===== src/rtl/pie_tx_framer.sv =====
// PIE transmit framer: turns a latched command word into a delimiter/preamble/bit envelope.
// Latency: the delimiter starts one cycle after the accept edge; done pulses one cycle after the last symbol.
// Backpressure: start is accepted only while ready=1; starts seen while busy are dropped.
module pie_tx_framer #(
  parameter int TARI_CYCLES  = 16,
  parameter int DATA1_CYCLES = 28,
  parameter int PW_CYCLES    = 8,
  parameter int DELIM_CYCLES = 10,
  parameter int TRCAL_CYCLES = 88,
  parameter int MAX_BITS     = 32,
  parameter int LEN_WIDTH    = 6
) (
  input  logic                 clk,
  input  logic                 rst,
  input  logic                 start,
  input  logic                 preamble_sel,
  input  logic [MAX_BITS-1:0]  cmd_dat,
  input  logic [LEN_WIDTH-1:0] cmd_len,
  output logic                 ready,
  output logic                 done,
  output logic                 tx_out
);

  localparam int RTCAL_CYCLES = TARI_CYCLES + DATA1_CYCLES;
  localparam int MAX_A  = (TRCAL_CYCLES > RTCAL_CYCLES) ? TRCAL_CYCLES : RTCAL_CYCLES;
  localparam int MAX_L  = (MAX_A > DELIM_CYCLES) ? MAX_A : DELIM_CYCLES;
  localparam int CNT_W  = $clog2(MAX_L + 1);
  localparam int IDX_W  = (MAX_BITS > 1) ? $clog2(MAX_BITS) : 1;
  localparam int NLEN_W = $clog2(MAX_BITS + 1);

  localparam logic [2:0] S_IDLE  = 3'd0;
  localparam logic [2:0] S_DELIM = 3'd1;
  localparam logic [2:0] S_DATA0 = 3'd2;
  localparam logic [2:0] S_RTCAL = 3'd3;
  localparam logic [2:0] S_TRCAL = 3'd4;
  localparam logic [2:0] S_BITS  = 3'd5;

  logic [2:0]          state_q, state_d;
  logic [CNT_W-1:0]    cnt_q, cnt_d;
  logic [IDX_W-1:0]    idx_q, idx_d;
  logic [NLEN_W-1:0]   len_q, len_d;
  logic [MAX_BITS-1:0] cmd_q, cmd_d;
  logic                pre_q, pre_d;
  logic                tx_q, tx_d;
  logic                ready_q, ready_d;
  logic                done_q, done_d;
  int                  cur_len;
  int                  nxt_len;
  logic                last_cyc;

  // Length in cycles of the symbol occupying a given state.
  function automatic int sym_len(input logic [2:0] st, input logic bit_val);
    case (st)
      S_DELIM: sym_len = DELIM_CYCLES;
      S_DATA0: sym_len = TARI_CYCLES;
      S_RTCAL: sym_len = RTCAL_CYCLES;
      S_TRCAL: sym_len = TRCAL_CYCLES;
      S_BITS:  sym_len = bit_val ? DATA1_CYCLES : TARI_CYCLES;
      default: sym_len = 1;
    endcase
  endfunction

  // Next-state, counters and registered outputs; tx is derived from the next state so it lines up with it.
  always_comb begin
    state_d  = state_q;
    cnt_d    = cnt_q;
    idx_d    = idx_q;
    len_d    = len_q;
    cmd_d    = cmd_q;
    pre_d    = pre_q;
    done_d   = 1'b0;
    cur_len  = sym_len(state_q, cmd_q[idx_q]);
    last_cyc = (int'(cnt_q) == cur_len - 1);
    if (state_q != S_IDLE) begin
      cnt_d = last_cyc ? '0 : cnt_q + CNT_W'(1);
    end
    case (state_q)
      S_IDLE: begin
        if (start && ready_q) begin
          pre_d   = preamble_sel;
          cmd_d   = cmd_dat;
          len_d   = (int'(cmd_len) > MAX_BITS) ? NLEN_W'(MAX_BITS) : NLEN_W'(cmd_len);
          state_d = S_DELIM;
          cnt_d   = '0;
        end
      end
      S_DELIM: if (last_cyc) state_d = S_DATA0;
      S_DATA0: if (last_cyc) state_d = S_RTCAL;
      S_RTCAL, S_TRCAL: begin
        if (last_cyc) begin
          if (state_q == S_RTCAL && pre_q) begin
            state_d = S_TRCAL;
          end else if (len_q != '0) begin
            state_d = S_BITS;
            idx_d   = IDX_W'(int'(len_q) - 1);
          end else begin
            state_d = S_IDLE;
            done_d  = 1'b1;
          end
        end
      end
      S_BITS: begin
        if (last_cyc) begin
          if (idx_q == '0) begin
            state_d = S_IDLE;
            done_d  = 1'b1;
          end else begin
            idx_d = idx_q - IDX_W'(1);
          end
        end
      end
      default: begin
        state_d = S_IDLE;
        cnt_d   = '0;
      end
    endcase
    nxt_len = sym_len(state_d, cmd_d[idx_d]);
    if (state_d == S_IDLE)       tx_d = 1'b1;
    else if (state_d == S_DELIM) tx_d = 1'b0;
    else                         tx_d = (int'(cnt_d) < nxt_len - PW_CYCLES);
    ready_d = (state_d == S_IDLE);
  end

  // State and output registers; reset forces CW and idle immediately.
  always_ff @(posedge clk or posedge rst) begin
    if (rst) begin
      state_q <= S_IDLE;
      cnt_q   <= '0;
      idx_q   <= '0;
      len_q   <= '0;
      cmd_q   <= '0;
      pre_q   <= 1'b0;
      tx_q    <= 1'b1;
      ready_q <= 1'b1;
      done_q  <= 1'b0;
    end else begin
      state_q <= state_d;
      cnt_q   <= cnt_d;
      idx_q   <= idx_d;
      len_q   <= len_d;
      cmd_q   <= cmd_d;
      pre_q   <= pre_d;
      tx_q    <= tx_d;
      ready_q <= ready_d;
      done_q  <= done_d;
    end
  end

  assign tx_out = tx_q;
  assign ready  = ready_q;
  assign done   = done_q;

endmodule


===== config.mk =====
export PLATFORM = sky130hd
export DESIGN_NAME = pie_tx_framer
export DESIGN_NICKNAME = d
export VERILOG_FILES = /design/src/rtl/pie_tx_framer.sv
export SDC_FILE = /design/constraint.sdc
export NUM_CORES = 1
export LEC_CHECK = 0
export BUFFER_PORTS_ARGS = -buffer_cell sky130_fd_sc_hd__buf_2
export CORE_MARGIN = 2
export CORE_UTILIZATION = 30
export DETAILED_ROUTE_END_ITERATION = 10
export GPL_TIMING_DRIVEN = 0
export PLACE_DENSITY_LB_ADDON = 0.05
export SYNTH_ARGS = -nofsm -noshare
export SYNTH_HDL_FRONTEND = slang
export SYNTH_SLANG_ARGS = --single-unit
export TNS_END_PERCENT = 5

===== constraint.sdc =====
create_clock -name clk -period 8.4 [get_ports clk]
set_input_delay 1.68 -clock clk [delete_from_list [all_inputs] [get_ports clk]]
set_output_delay 1.68 -clock clk [all_outputs]
set_load 0.03 [all_outputs]

==> flow_summary.json <==
{
  "p_leak_uw": 0.00227,
  "netlist_area_um2": 4030,
  "wl_per_cell_um": 15.7,
  "drive_gt1_share_pct": 16.8,
  "setup_viol": 0,
  "synth_edf_count": 0,
  "finalPower_uw": 1830,
  "die-area_um2": 14400,
  "cts_tree": "done",
  "arrival_ps": 6240,
  "cts_root_buf": "clkbuf_16",
  "drv_cap": 0,
  "drtAntennaViolNets": 0,
  "cp.required_ps": 8660,
  "ctsLongestPathBuffers": 2,
  "syn_area_per_cell_um2": 8.30,
  "synth_ff_type": "dfrtp_1",
  "fmax_mhz": 167,
  "numCtsBuffers": 9,
  "seq_area_frac_synth_pct": 35.5,
  "syn-instance-count": 485,
  "cp_max_fo": 10,
  "initial_core_util_pct": 30.5,
  "drtPass1Iterations": 4,
  "drc": 0,
  "cp_num_buf_inv": 4,
  "worst_setup_path_start_kind": "flip-flop",
  "vias": 3547,
  "cts_hold_buf": 0,
  "irDropWorstVdd_mv": 0.119,
  "std_cell_rows": 42,
  "clk_latency_ps": 330,
  "vias_per_cell": 4.91,
  "hp-class": "reg -> reg",
  "cp-end-kind": "flip-flop",
  "die_h_um": 120,
  "core_um2": 13200,
  "h-tree-depth": 3,
  "area_delta_synth_final_pct": 19.1,
  "slowest_delay_ps": 460,
  "outcome": "finished, final reports clean",
  "ys_ff_latch": 57,
  "diodes": 0,
  "synth_top_area_share_pct": 34.2,
  "clkTransAtPathRegs_ps": 50,
  "synth_top_cell_by_area": "dfrtp_1",
  "ys_top_cells_by_area": "dfrtp_1 (34%), nand2_1 (10%), mux2i_1 (10%)",
  "layout_min_cycle_time_ps": 5990,
  "async_flop_share_pct": 100,
  "setup_tns_ps": 0,
  "totalWireLength_um": 11400,
  "slew_violations": 0,
  "gr-total-overflow": 0,
  "relSlewSlack_pct": 50.7,
  "gp_congestion": 0.824,
  "final-hold-violation-count": 0,
  "post_cts_buffers": 0,
  "die_x_um": 120,
  "portBuffers": 44,
  "antenna_found_initial": 0,
  "grt_pass1_wl_um": 18600,
  "crit_family": "simple AND/OR/NAND/NOR gates",
  "ios": 45,
  "grt_usage_pct": 16.8,
  "yosysUniqueCellTypes": 63,
  "finClkSkew_ps": 9.47,
  "final_nets": 595,
  "critPathKind": "reg -> reg",
  "drt-initial-drc-count": 122,
  "syn-num-nets": 539,
  "hpwl_um": 8710,
  "grt_pass1_vias": 3553,
  "numClockSinks": 57,
  "worstMarginPinSlew_ps": 732,
  "grt_max_degree": 40,
  "cts_resized": 0,
  "yosysWarningCount": 0,
  "fin_crit_sh_pct": 71.3,
  "rsz0062_at_grt": "false",
  "slowest_stage": "mux2i_2",
  "power_density_nw_per_um2": 382
}
cell usage after synthesis (all sizes together), types with 6 or more instances:
cell type  number
o21ai          21
mux2           12
nand3b          7
inv            26
nand3           9
nor2b          10
xnor2           6
dfrtp          55
a21oi          19
nand2         111
a22oi           8
buf             7
nor3            9
mux2i          42
clkbuf         15
nor2           35
ha             12
xor2            7
nand2b         12
cell type report:
cell class / instances / area (um^2)
tap: 176 / 220
timing repair buffer: 45 / 240
fill: 1404 / 8390
multi-input combinational: 380 / 2410
sequential: 57 / 1430
clock inverter: 2 / 35.0
clock buffer: 14 / 274
buffer: 22 / 88.8
inverter: 26 / 100
state kept, by name, indices dropped and copies added (netlist names):
signal / count
pre_q: 1
idx_q: 5
len_q: 6
ready: 1
cnt_q: 7
tx_out: 1
cmd_q: 32
state_q: 3
done: 1
cells by family after synthesis:
group / after synthesis / share of synthesized area (%)
XOR/XNOR: 13 / 2.83
AND/OR/NAND/NOR: 215 / 24.3
AO/OA/AOI/OAI: 85 / 14.9
other: 1 / 0.0931
flip-flops: 57 / 35.5
buffers and inverters: 48 / 4.69
adder cells (fa/ha/maj): 12 / 3.73
multiplexers: 54 / 14.0
tightest hold or removal path: stages, from the launching register on:
cell and delay [ps]:
dfrtp_1 340, nand2_1 50, nand2_1 60
cells in the final DEF, fill, tap and decap left out, types with 2 or more instances in the layout:
master     synthesis  layout
a211oi_2           3       3
a21boi_0           2       2
a21oi_1           19      19
a221o_1            2       2
a22oi_1            8       8
a31oi_1            3       3
buf_1              2       2
buf_2              5      49
clkbuf_1          15      17
clkbuf_16          0       9
clkbuf_8           0       3
dfrtp_1           55      55
dfstp_2            2       2
ha_1              12      12
inv_1             24      23
inv_2              1       2
mux2_2            10      10
mux2i_1           41      41
nand2_1          111     111
nand2b_1          12      12
nand3_1            9       9
nand3b_1           7       7
nand4_1            4       4
nor2_1            35      35
nor2b_1           10      10
nor3_1             8       8
nor3b_1            3       3
nor4_1             3       3
o211ai_1           3       3
o21ai_0           18      18
o21ai_2            2       2
o221a_1            2       2
o221ai_1           2       2
o22ai_1            2       2
o31a_1             3       3
o32a_1             2       2
or2_2              3       3
or3_1              4       4
xnor2_1            6       6
xor2_1             7       7
where the power goes:
group	internal [uW]	total, uW	switching (uW)	leakage (uW)
clock	253	378	125	0.000153
combinational	412	977	565	0.00141
sequential	392	478	85.9	0.000712
final timing paths:
path / from / endpoint / slack [ps] / cells after the start
max in group asynchronous: rst / cmd_q[14] / 6450 / 3
worst max-delay path: state_q[2] / tx_out / 2410 / 27
worst min register to register: len_q[5] / len_q[5] / 470 / 2
worst min-delay path: len_q[5] / len_q[5] / 470 / 2
min in group asynchronous: rst / cnt_q[0] / 1360 / 2
worst max register to register: state_q[2] / tx_out / 2410 / 27
routing by layer:
metal / vias to the layer above / GRT usage (%) / wire, um
met1: 1676 / 22.0 / 5340
met3: 16 / 3.66 / 360
met4: 0 / 6.03 / 206
met2: 49 / 27.5 / 5450
li1: 1806 / - / -
met5: - / 0 / 0
metrics by stage:
step / instances / worst slack (ps) / instance area (um^2) / utilization (%) / hold slack, ps
CTS: 722 / 2370 / 4800 / 36.4 / 478
global placement: 705 / 2030 / 4470 / 33.9 / 467
global route: 722 / 1860 / 4800 / 36.4 / 494
floorplan: 485 / 3080 / 4030 / - / 446
detailed placement: 706 / 2040 / 4490 / 34.0 / 463
finish: 722 / 2410 / 4800 / 36.4 / 475
Power figures use the tool's default switching activity.
